<file path="config.mk">
export PLATFORM = sky130hd
export DESIGN_NAME = grace_rc_bank_flat
export DESIGN_NICKNAME = d
export VERILOG_FILES = /design/src/rtl/grace_rc_bank_if.sv /design/src/rtl/grace_rc_bank.sv /design/src/flat_wrapper.sv
export SDC_FILE = /design/constraint.sdc
export NUM_CORES = 1
export LEC_CHECK = 0
export ABC_CLOCK_PERIOD_IN_PS = 3300
export CORE_ASPECT_RATIO = 1.2
export CORE_UTILIZATION = 36
export DETAILED_ROUTE_END_ITERATION = 8
export HOLD_SLACK_MARGIN = 0.1
export PLACE_DENSITY_LB_ADDON = 0.1
export SYNTH_ARGS = -nofsm -noshare
export SYNTH_HDL_FRONTEND = slang
export SYNTH_SLANG_ARGS = --single-unit
</file>
<file path="constraint.sdc">
create_clock -name Grace_Ck -period 3.3 [get_ports Grace_Ck]
set_clock_uncertainty 0.05 [all_clocks]
set_input_delay 0.825 -clock Grace_Ck [delete_from_list [all_inputs] [get_ports Grace_Ck]]
set_output_delay 0.825 -clock Grace_Ck [all_outputs]
set_load 0.02 [all_outputs]
</file>
<file path="src/rtl/grace_rc_bank_if.sv">
// grace_rc_bank_if: Grace slave bus signals between a bus decoder and a status bank
interface grace_rc_bank_if #(
  parameter int DW = 32,
  parameter int AW = 3
);
  logic          Grace_CS;
  logic          Grace_WR;
  logic [AW-1:0] Grace_Ad;
  logic [DW-1:0] Grace_WD;
  logic          Grace_Re;
  logic          Grace_Ac;
  logic [DW-1:0] Grace_RD;
  modport master (output Grace_CS, Grace_WR, Grace_Ad, Grace_WD, input Grace_Re, Grace_Ac, Grace_RD);
  modport slave  (input Grace_CS, Grace_WR, Grace_Ad, Grace_WD, output Grace_Re, Grace_Ac, Grace_RD);
endinterface

</file>
<file path="src/rtl/grace_rc_bank.sv">
// grace_rc_bank: multi-word read-to-clear status bank with per-word interrupt masks on the Grace bus
module grace_rc_bank #(
  parameter int DW   = 32,
  parameter int NREG = 4,
  parameter int AW   = 3,
  parameter int IR   = 0,
  parameter int OR   = 0,
  parameter int EDGE = 0
) (
  input  logic               Grace_Ck,
  input  logic               Grace_Rs,
  grace_rc_bank_if.slave     bus,
  input  logic [NREG*DW-1:0] Reg_In,
  output logic               Irq
);
  localparam int W = NREG * DW;
  logic          r_cs, r_irq, w_start, w_irq;
  logic [DW-1:0] r_lat [NREG];
  logic [DW-1:0] r_en [NREG];
  logic [DW-1:0] r_snap, w_rd;
  logic [W-1:0]  w_in, w_ev;
  logic [AW:0]   w_a;
  assign w_a = {1'b0, bus.Grace_Ad};
  assign w_start = bus.Grace_CS & ~r_cs;
  assign bus.Grace_Re = 1'b1;
  assign Irq = r_irq;
  if (IR != 0) begin : g_sync
    logic [W-1:0] r_s1, r_s2;
    always_ff @(posedge Grace_Ck) begin
      r_s1 <= Grace_Rs ? '0 : Reg_In;
      r_s2 <= Grace_Rs ? '0 : r_s1;
    end
    assign w_in = r_s2;
  end else begin : g_direct
    assign w_in = Reg_In;
  end
  if (EDGE != 0) begin : g_edge
    logic [W-1:0] r_prev;
    always_ff @(posedge Grace_Ck) r_prev <= Grace_Rs ? '0 : w_in;
    assign w_ev = w_in & ~r_prev;
  end else begin : g_level
    assign w_ev = w_in;
  end
  // r_cs doubles as the first ack stage: ack is CS delayed by one edge
  if (OR != 0) begin : g_oreg
    logic          r_ack2;
    logic [DW-1:0] r_rd;
    always_ff @(posedge Grace_Ck) begin
      r_ack2 <= Grace_Rs ? 1'b0 : r_cs;
      r_rd   <= Grace_Rs ? '0 : r_snap;
    end
    assign bus.Grace_Ac = r_ack2;
    assign bus.Grace_RD = r_rd;
  end else begin : g_comb
    assign bus.Grace_Ac = r_cs;
    assign bus.Grace_RD = r_snap;
  end
  always_comb begin
    w_rd = '0;
    w_irq = 1'b0;
    for (int k = 0; k < NREG; k++) begin
      w_rd = (w_a == (AW+1)'(k)) ? r_lat[k] : (w_a == (AW+1)'(NREG + k)) ? r_en[k] : w_rd;
      w_irq = w_irq | (|(r_lat[k] & r_en[k]));
    end
  end
  // set wins over clear: an event on the clearing edge stays latched
  always_ff @(posedge Grace_Ck) begin
    if (Grace_Rs) begin
      r_cs   <= 1'b0;
      r_irq  <= 1'b0;
      r_snap <= '0;
      for (int k = 0; k < NREG; k++) begin
        r_lat[k] <= '0;
        r_en[k]  <= '0;
      end
    end else begin
      r_cs  <= bus.Grace_CS;
      r_irq <= w_irq;
      if (w_start && !bus.Grace_WR) r_snap <= w_rd;
      for (int k = 0; k < NREG; k++) begin
        r_lat[k] <= ((w_start && !bus.Grace_WR && w_a == (AW+1)'(k)) ? '0 : r_lat[k]) | w_ev[k*DW +: DW];
        if (w_start && bus.Grace_WR && w_a == (AW+1)'(NREG + k)) r_en[k] <= bus.Grace_WD;
      end
    end
  end
endmodule

</file>
<file path="src/flat_wrapper.sv">
// flat-port wrapper written by rule: the top's interface ports become plain ports
module grace_rc_bank_flat 
#(
  parameter int DW   = 32,
  parameter int NREG = 4,
  parameter int AW   = 3,
  parameter int IR   = 0,
  parameter int OR   = 0,
  parameter int EDGE = 0
)
  (Grace_Ck, Grace_Rs, Reg_In, Irq, bus_Grace_CS, bus_Grace_WR, bus_Grace_Ad, bus_Grace_WD, bus_Grace_Re, bus_Grace_Ac, bus_Grace_RD);
  grace_rc_bank_if #(.DW(DW), .AW(AW)) bus_i ();
  input  logic Grace_Ck;
  input  logic Grace_Rs;
  input  logic [NREG*DW-1:0] Reg_In;
  output logic Irq;
  input wire logic [$bits(bus_i.Grace_CS)-1:0] bus_Grace_CS;
  input wire logic [$bits(bus_i.Grace_WR)-1:0] bus_Grace_WR;
  input wire logic [$bits(bus_i.Grace_Ad)-1:0] bus_Grace_Ad;
  input wire logic [$bits(bus_i.Grace_WD)-1:0] bus_Grace_WD;
  output wire logic [$bits(bus_i.Grace_Re)-1:0] bus_Grace_Re;
  output wire logic [$bits(bus_i.Grace_Ac)-1:0] bus_Grace_Ac;
  output wire logic [$bits(bus_i.Grace_RD)-1:0] bus_Grace_RD;
  assign bus_i.Grace_CS = bus_Grace_CS;
  assign bus_i.Grace_WR = bus_Grace_WR;
  assign bus_i.Grace_Ad = bus_Grace_Ad;
  assign bus_i.Grace_WD = bus_Grace_WD;
  assign bus_Grace_Re = bus_i.Grace_Re;
  assign bus_Grace_Ac = bus_i.Grace_Ac;
  assign bus_Grace_RD = bus_i.Grace_RD;
  grace_rc_bank #(.DW(DW), .NREG(NREG), .AW(AW), .IR(IR), .OR(OR), .EDGE(EDGE)) u_core (.Grace_Ck(Grace_Ck), .Grace_Rs(Grace_Rs), .bus(bus_i), .Reg_In(Reg_In), .Irq(Irq));
endmodule
</file>
After elaboration in Yosys (flattened, before gate mapping)
Memories as Yosys holds them, arrays and structs flattened.
Cells that the tools add are included.
- register bits after elaboration: 34
- bits in writable memories: 256
- input port bits: 167
- output and inout bits: 35
- logic and storage cells: 84
- memories kept: 2
- memories (memory ; words ; bits a word ; rd ports ; clocked after Yosys merged registers in ; wr ports ; line ; text):
    u_core.r_en ; 4 ; 32 ; 4 ; 0 ; 4 ; grace_rc_bank.sv:19 ; logic [DW-1:0] r_en [NREG];
    u_core.r_lat ; 4 ; 32 ; 4 ; 0 ; 4 ; grace_rc_bank.sv:18 ; logic [DW-1:0] r_lat [NREG];
- equal/unequal tests: 7
- multiplexer cells: 35
- bitwise logic cells: 21
- reduce and logical (&&, ||, !) cells: 16
- operator list (cell ; count):
    32-bit two-way mux ; 20
    32-bit bitwise AND ; 4
    32-bit OR ; 4
    32-bit OR reduction ; 4
    1-bit two-way mux ; 15
    3-bit == test, second input constant ; 4
    1-bit OR ; 11
    1-bit logical AND ; 10
    3-bit by 2-bit == test with 1-bit output, second input constant ; 2
    4-bit logical NOT ; 1
    3-bit by 1-bit == test with 1-bit output, second input constant ; 1
    1-bit bitwise AND ; 1
    1-bit logical NOT ; 1
    1-bit inverter ; 1

Logic depth before layout (Yosys ltp)
Gate-level depths: netlist of run 1.
- depth after elaboration: 9
- gate-level depth with buffers: 8
- depth with buffers taken out: 5

Least setup slack after synthesis of run 1
Ideal clock, no wire load.
- kind: input to register
- start point: input port bus_Grace_Ad[0]
- end point: memory u_core.r_en[0][0], enable pin
- setup time: 0.428 ns
- arrival: 3.028 ns
- required time: 2.822 ns
- path slack: -0.206 ns
- cell stages on the path: 4
- buffers on the path: 2
- path through: buf_2 -> or3b_1 -> clkbuf_1 -> o21bai_1
- RTL lines (item ; line ; text):
    start: declaration ; flat_wrapper.sv:19 ; input wire logic [$bits(bus_i.Grace_Ad)-1:0] bus_Grace_Ad;
    end: declaration ; grace_rc_bank.sv:19 ;

==> results.py, run 1 <==
metrics = {
    "logic_synthesis": {
        "synthTopCellsByArea": "edfxtp_1 (31%), dfxtp_1 (26%), and2_1 (6.4%)",
        "synth_edf_count": 128,
        "synth.most_common_cell": "dfxtp_1",
        "ys.warnings.count": 0,
        "netlist_top_cells_count": "dfxtp_1 (162), nor2_1 (161), a21oi_1 (129)",
        "netlist.area_leader.share_pct": 30.7,
        "yosysSeqAreaShare_pct": 56.6,
        "synth_cell_types": 44,
        "synthFlopType": "dfxtp_1",
        "yosysTopAreaCell": "edfxtp_1",
        "async_flop_share_pct": 0,
        "syn_avg_cell_area_um2": 10.7,
        "syn-instance-count": 1176,
        "netlist_area_um2": 12500,
        "synthesis.nets": 1343,
        "synth_seq_cells": 290,
    },
    "power_and_ir_drop": {
        "leakagePower_uw": 0.00610,
        "seq_power_share_pct": 46.2,
        "pwr-share-clk_pct": 43.6,
        "p_comb_share_pct": 10.3,
        "switching_share_pct": 24.6,
        "intPower_uw": 6800,
        "power_density_nw_per_um2": 552,
        "power_uw": 9010,
        "peakVddDrop_uv": 314,
        "p_switching_uw": 2210,
    },
    "placement": {
        "placement.cell_area_um2": 15100,
        "place_inst": 1792,
        "portBuffers": 200,
        "hpwl_mm": 36.0,
        "place_congestion": 0.902,
    },
    "cells_and_area": {
        "multiInputGateArea_um2": 5070,
        "nFillCells": 3131,
        "area_growth_pct": 30.2,
        "drive_gt1_share_pct": 11.7,
        "final_nets": 1539,
        "final_cells": 1853,
        "fin_area_um2": 16300,
        "seqCellArea_um2": 7090,
    },
    "setup_path": {
        "slowest_stage": "clkdlybuf4s50_1",
        "cp_max_fo": 27,
        "worstSetupPathType": "in -> reg",
        "cp.required_ns": 3.63,
        "path_cells": "clkdlybuf4s50_1 -> or3b_4 -> buf_4 -> or3_1 -> buf_4 -> a21oi_1 -> nor2_1",
        "cp_common_cell": "buf_4",
        "critical-path-top-delay-family": "buffers and inverters",
        "cp_num_buf_inv": 3,
        "endpoint_kind": "register",
        "arrival_ns": 2.86,
        "max_stage_delay_ns": 0.50,
        "cp-start-kind": "primary input",
    },
    "clocking": {
        "ctsHtreeMaxLevel": 2,
        "cts_buffer_depth": 3,
        "clk-insertion-delay-late_ns": 0.52,
        "cts_tree": "yes",
        "post_cts_buffers": 0,
        "numCtsBuffers": 34,
        "hold_buffers": 0,
        "root_buffer": "clkbuf_16",
        "cts.sinks": 290,
        "ctsResizeCount": 0,
        "cts.clk_slew.worst_paths_ns": 0.06,
    },
    "drt": {
        "wl_per_cell_um": 26.2,
        "totalWireLength_mm": 48.6,
        "drt_iter0_drc": 1068,
        "ant_nets": 0,
        "drc": 0,
        "via_count": 10287,
        "first_pass_iters": 8,
        "viasPerCell": 5.55,
    },
    "timing": {
        "fin_crit_sh_pct": 76.7,
        "fmax_mhz": 395,
        "slew_violations": 0,
        "hold_violations": 0,
        "setup_violations": 0,
        "worst_pin_slew_ns": 0.949,
        "maxSlewHeadroom_pct": 36.7,
        "rsz0062_at_grt": "no",
        "period_minus_slack_ns": 2.53,
        "setup_tns_ns": 0,
    },
    "job": {
        "maxCapViolCount": 0,
    },
    "grt": {
        "grt_start_max_net_pins": 123,
        "grt_pass1_vias": 9902,
        "grt_first_pass_wirelength_mm": 69.3,
        "antenna_found_initial": 1,
        "gr-total-overflow": 0,
        "track_usage_pct": 27.5,
    },
    "floorplanning": {
        "dieArea_um2": 35600,
        "fp-row-count": 74,
        "io_pins": 202,
        "core-area_um2": 34200,
        "dieHeight_um": 206,
        "die_w_um": 172,
        "initial_core_util_pct": 36.7,
    },
    "status": {
        "status": "completed",
    },
    "min_path": {
        "hold_path.class": "reg -> reg",
    },
}
==> cells in the final DEF (no fill, tap or decap), drive strengths merged, types with 34 or more instances in the layout <==
cell | Yosys | layout
edfxtp | 128 | 128
and2 | 128 | 128
mux2i | 34 | 34
nand2 | 41 | 41
o21ai | 37 | 37
a22oi | 45 | 45
nor2 | 161 | 161
clkbuf | 57 | 48
dfxtp | 162 | 162
a21oi | 159 | 159
clkdlybuf4s50 | 0 | 196
buf | 31 | 52
==> cells by family (layout without fill, tap and decap cells) <==
logic type             Yosys count  count (layout)  synth area share, %
flip-flops                     290             290                 56.6
buffers and inverters           89             309                 3.20
other                            1               2               0.0299
multiplexers                    54              54                 5.86
AND/OR/NAND/NOR                394             394                 15.7
AO/OA/AOI/OAI                  348             348                 18.6
==> metal layers <==
metal	share of wire, %	global-route usage, %	wire length (um)	vias up
met5	0	0	0	-
met4	3.5	10.1	1690	0
met3	6.8	3.94	3290	75
met2	45	43.0	22000	474
met1	44	38.4	21600	5037
li1	-	-	-	4701
==> worst reg2reg max path, stage by stage (launching register included) <==
cell	delay, ns
dfxtp_1	0.37
a22o_1	0.25
a221oi_1	0.75
nand4_1	0.27
nor4_1	0.33
a31oi_1	0.17
==> path summary, 6_finish.rpt <==
| check | startpoint | endpoint | slack, ns | cells past startpoint |
|---|---|---|---|---|
| worst min register to register | u_core.bus.Grace_RD[20] | u_core.bus.Grace_RD[20] | 0.45 | 2 |
| worst min-delay path | u_core.bus.Grace_RD[20] | u_core.bus.Grace_RD[20] | 0.45 | 2 |
| worst max register to register | u_core.r_lat[0][28] | u_core.Irq | 0.94 | 5 |
| worst max-delay path | bus_Grace_WR | u_core.r_lat[1][15] | 0.77 | 7 |
==> stage by stage <==
stage	util (%)	hold slack, ns	worst slack [ns]
after floorplan	-	0.420	0.156
after global placement	44.3	0.442	0.296
after detailed placement	44.3	0.429	0.250
after CTS	47.7	0.448	0.795
after global routing	47.7	0.493	0.696
final	47.7	0.448	0.768
==> power groups by stage <==
stage	Clock [uW]	Combinational [uW]	Sequential (uW)
detailed placement	0	921	4220
global route	4110	993	4170
CTS	3970	927	4150
finish	3930	925	4160
global placement	0	916	4220
floorplan	0	441	4130
==> layout make-up <==
cell class                      count  share of cell area, %
Timing Repair Buffer              248                   14.8
Inverter                            1                 0.0230
Tap cell                          456                   3.50
Clock buffer                       48                   6.31
Clock inverter                     12                  0.828
Antenna cell                        1                 0.0153
Sequential cell                   290                   43.4
Multi-Input combinational cell    797                   31.1
==> registers in the layout, indices dropped and copies added (netlist names) <==
signal,cells
u_core.Irq,1
u_core.bus.Grace_Ac,1
u_core.bus.Grace_RD,32
u_core.r_en,128
u_core.r_lat,128
Power figures use the tool's default switching activity.
==> inputs of run 2 (changes only) <==
ABC_CLOCK_PERIOD_IN_PS = 2350   (was 3300)
clock period = 2.35 ns   (was 3.3 ns; I/O delays follow)
==> results.py, run 2 (synthesized netlist as in run 1, its figures left out) <==
metrics = {
    "status": {
        "status": "completed",
    },
    "clocking": {
        "root_buffer": "clkbuf_16",
        "cts_tree": "yes",
        "cts.sinks": 290,
        "ctsResizeCount": 0,
        "post_cts_buffers": 0,
        "cts.clk_slew.worst_paths_ns": 0.06,
        "clk-insertion-delay-late_ns": 0.57,
        "hold_buffers": 0,
        "numCtsBuffers": 31,
        "ctsHtreeMaxLevel": 1,
        "cts_buffer_depth": 3,
    },
    "drt": {
        "drc": 0,
        "first_pass_iters": 5,
        "wl_per_cell_um": 25.7,
        "via_count": 10393,
        "viasPerCell": 5.54,
        "totalWireLength_mm": 48.2,
        "ant_nets": 0,
        "drt_iter0_drc": 1161,
    },
    "cells_and_area": {
        "drive_gt1_share_pct": 13.2,
        "area_growth_pct": 32.2,
        "antenna_cells": 0,
        "nFillCells": 3164,
        "final_cell_mix": "clkdlybuf4s50_1 (196), dfxtp_1 (162), nor2_1 (161)",
        "final_util_pct": 48.5,
        "final_cells": 1875,
        "layout_commonest_cell": "clkdlybuf4s50_1",
        "final_nets": 1562,
    },
    "floorplanning": {
        "dieArea_um2": 35600,
        "io_pins": 202,
        "core-area_um2": 34200,
        "die_w_um": 172,
        "initial_core_util_pct": 36.7,
        "dieHeight_um": 206,
        "fp-row-count": 74,
    },
    "timing": {
        "fmax_mhz": 441,
        "worst_pin_slew_ns": 0.559,
        "maxSlewHeadroom_pct": 62.7,
        "rsz0062_at_grt": "no",
        "period_minus_slack_ns": 2.27,
        "slew_violations": 0,
        "hold_violations": 0,
        "setup_violations": 0,
        "setup_tns_ns": 0,
        "fin_crit_sh_pct": 96.5,
    },
    "setup_path": {
        "critical-path-top-delay-family": "buffers and inverters",
        "max_stage_delay_ns": 0.64,
        "cp-start-kind": "register",
        "cp_num_buf_inv": 1,
        "path_cells": "clkdlybuf4s50_1",
        "arrival_ns": 1.63,
        "slowest_stage": "clkdlybuf4s50_1",
        "worstSetupPathType": "reg -> out",
        "endpoint_kind": "primary output",
        "cp_max_fo": 5,
        "cp.required_ns": 1.71,
    },
    "grt": {
        "track_usage_pct": 27.4,
        "antenna_found_initial": 0,
        "grt_first_pass_wirelength_mm": 69.0,
        "gr-total-overflow": 0,
        "grt_start_max_net_pins": 126,
        "grt_pass1_vias": 10006,
    },
    "power_and_ir_drop": {
        "peakVddDrop_uv": 558,
        "leakagePower_uw": 0.00622,
        "power_density_nw_per_um2": 731,
    },
    "placement": {
        "place_congestion": 0.901,
        "portBuffers": 200,
        "place_inst": 1818,
        "hpwl_mm": 36.1,
    },
    "job": {
        "maxCapViolCount": 0,
    },
    "min_path": {
        "hold_path.class": "in -> reg",
    },
}
-- run 2: cell count changes in the layout (fill, tap and decap cells not counted) --
cell	change
clkbuf_8	+4
o21bai_4	+3
buf_12	+14
o21bai_2	-3
clkinv_4	+4
buf_4	+12
diode_2	-1
inv_4	-1
clkbuf_1	-1
clkinv_1	-1
bufinv_16	-2
clkbuf_16	-6
-- run 2: routing by layer --
metal / part of all wire (%) / global-route usage, % / up-vias
met5: 0 / 0 / -
met4: 4.3 / 11.7 / 0
met3: 8.0 / 4.67 / 74
met2: 43 / 41.5 / 477
met1: 44 / 38.4 / 5091
li1: - / - / 4751
-- run 2: final timing paths --
kind | from | to | slack, ns | cells after the start
max | u_core.bus.Grace_Ac | bus_Grace_Ac | 0.08 | 1
min | Grace_Rs | u_core.r_lat[0][7] | 0.28 | 2
max reg2reg | u_core.r_en[0][60] | u_core.Irq | 0.22 | 5
min reg2reg | u_core.bus.Grace_RD[20] | u_core.bus.Grace_RD[20] | 0.45 | 2
-- run 2: cell type report --
type	count	area [um^2]	share of cell area, %
flip-flops and latches	290	7090	42.8
clock buffers	45	931	5.62
repair buffers	274	2780	16.8
multi-input cells	797	5090	30.7
well taps	456	571	3.44
inverters	1	3.75	0.0227
clock inverters	12	100	0.604
-- run 2: per-stage QoR --
stage	worst slack [ns]	area, um^2	total power, uW	hold slack, ns
after floorplan	0.0648	12600	6420	0.420
after global placement	-0.329	15500	7290	0.437
after detailed placement	-0.328	15500	7290	0.438
after CTS	0.0484	16600	12200	0.264
after global routing	0.0314	16600	12500	0.290
final	0.0831	16600	12100	0.284
-- run 2: power breakdown --
group          switching, uW  internal, uW
Sequential               317          5520
Combinational            673           693
Clock                   2050          2850
==> inputs of run 3 (changes only) <==
SETUP_SLACK_MARGIN = 0.4   (was unset)
==> results.py, run 3 (synthesized netlist as in run 1, its figures left out) <==
metrics = {
    "clocking": {
        "root_buffer": "clkbuf_16",
        "cts.sinks": 290,
        "ctsHtreeMaxLevel": 1,
        "cts_tree": "yes",
        "clk-insertion-delay-late_ns": 0.57,
        "cts.clk_slew.worst_paths_ns": 0.06,
        "numCtsBuffers": 31,
        "cts_buffer_depth": 3,
    },
    "power_and_ir_drop": {
        "p_comb_share_pct": 11.7,
        "switching_share_pct": 25.7,
        "pwr-share-clk_pct": 40.1,
        "p_switching_uw": 3120,
        "seq_power_share_pct": 48.2,
        "intPower_uw": 9020,
        "peakVddDrop_uv": 536,
        "power_density_nw_per_um2": 715,
        "leakagePower_uw": 0.00653,
    },
    "placement": {
        "hpwl_mm": 36.7,
        "portBuffers": 200,
        "place_congestion": 0.925,
    },
    "timing": {
        "worst_pin_slew_ns": 0.519,
        "slew_violations": 0,
        "setup_violations": 0,
        "maxSlewHeadroom_pct": 65.4,
        "hold_violations": 0,
        "setup_tns_ns": 0,
        "rsz0062_at_grt": "yes",
        "period_minus_slack_ns": 1.99,
        "fin_crit_sh_pct": 84.8,
        "fmax_mhz": 502,
    },
    "drt": {
        "first_pass_iters": 5,
        "totalWireLength_mm": 50.1,
        "ant_nets": 0,
        "viasPerCell": 5.60,
        "wl_per_cell_um": 26.5,
        "via_count": 10609,
        "drc": 0,
        "drt_iter0_drc": 1068,
    },
    "floorplanning": {
        "fp-row-count": 74,
        "initial_core_util_pct": 36.7,
        "io_pins": 202,
        "core-area_um2": 34200,
        "dieArea_um2": 35600,
        "die_w_um": 172,
        "dieHeight_um": 206,
    },
    "min_path": {
        "hold_path.class": "in -> reg",
    },
    "setup_path": {
        "cp.required_ns": 2.74,
        "cp_max_fo": 7,
        "cp-start-kind": "register",
        "arrival_ns": 2.38,
        "worstSetupPathType": "reg -> reg",
        "endpoint_kind": "register",
    },
    "grt": {
        "gr-total-overflow": 0,
        "grt_pass1_vias": 10047,
        "antenna_found_initial": 0,
        "grt_first_pass_wirelength_mm": 69.6,
        "grt_start_max_net_pins": 77,
        "track_usage_pct": 27.6,
    },
    "cells_and_area": {
        "multiInputGateArea_um2": 5320,
        "final_cell_mix": "dfxtp_1 (161), nor2_1 (160), clkdlybuf4s50_1 (160)",
        "final_nets": 1581,
        "antenna_cells": 0,
        "layout_commonest_cell": "dfxtp_1",
        "final_util_pct": 49.7,
        "seqCellArea_um2": 7090,
        "nFillCells": 3101,
        "drive_gt1_share_pct": 17.7,
        "area_growth_pct": 35.6,
    },
    "job": {
        "maxCapViolCount": 0,
    },
    "status": {
        "status": "completed",
    },
}
## run 3: cell types whose count changed in the layout (fill, tap and decap cells not counted), sizes merged
cell	previous run	this run
buf	78	94
clkbuf	45	47
clkdlybuf4s15	0	7
clkdlybuf4s50	196	160
dlygate4sd2	0	25
dlymetal6s2s	0	2
inv	1	4
## run 3: layout make-up
cell class	instances	share of cell area [%]
inverter	1	0.0221
timing repair buffer	293	17.6
clock buffer	42	5.30
multi-input combinational	797	31.3
tap	456	3.36
sequential	290	41.7
clock inverter	15	0.619
## run 3: final timing paths
kind,endpoint,cells past startpoint,slack [ns],from
setup / recovery,u_core.r_lat[3][16],6,0.36,u_core.bus.Grace_Ac
hold / removal,u_core.bus.Grace_RD[6],2,0.27,Grace_Rs
setup reg to reg,u_core.r_lat[3][16],6,0.36,u_core.bus.Grace_Ac
hold reg to reg,u_core.bus.Grace_RD[8],2,0.45,u_core.bus.Grace_RD[8]
## run 3: power groups by stage
| stage | registers (uW) | clock network [uW] | logic [uW] |
|---|---|---|---|
| 6_report | 5850 | 4880 | 1420 |
| 2_1_floorplan | 5790 | 0 | 633 |
| 5_1_grt | 5860 | 5140 | 1510 |
| 3_3_place_gp | 5930 | 0 | 1360 |
| 3_5_place_dp | 5930 | 0 | 1370 |
| 4_1_cts | 5830 | 4930 | 1360 |
## run 3: per-stage QoR
step | cells | hold WS (ns) | cell area (um^2) | setup slack (ns) | power, uW
2_1_floorplan | 1176 | 0.420 | 12600 | 0.153 | 6430
3_3_place_gp | 1824 | 0.434 | 15500 | -0.357 | 7290
3_5_place_dp | 1824 | 0.433 | 15500 | -0.367 | 7300
4_1_cts | 1881 | 0.241 | 16600 | 0.342 | 12100
5_1_grt | 1894 | 0.283 | 17000 | 0.313 | 12500
6_report | 1894 | 0.269 | 17000 | 0.357 | 12100
## run 3: critical path, stage by stage (launching register included)
cell,delay [ns]
dfxtp_4,0.36
or3b_4,0.42
buf_12,0.15
or3_4,0.49
clkbuf_16,0.21
a21oi_2,0.13
nor2_1,0.05
## run 3: timing repair
| action | in CTS | in global routing |
|---|---|---|
| cloned | 0 | 6 |
| hold buffers | 0 | 0 |
| setup buffers | 0 | 7 |
| gates resized for setup | 50 | 70 |
| endpoints found under the setup margin | 177 | 209 |
| pin swaps | 0 | 40 |
## run 3: layer usage
layer  up-vias  track usage, %  share of wire, %
met5         -               0                 0
met4         0            10.5               3.2
met3        70            3.62               7.1
met2       486            42.4                45
met1      5250            39.4                44
li1       4803               -                 -
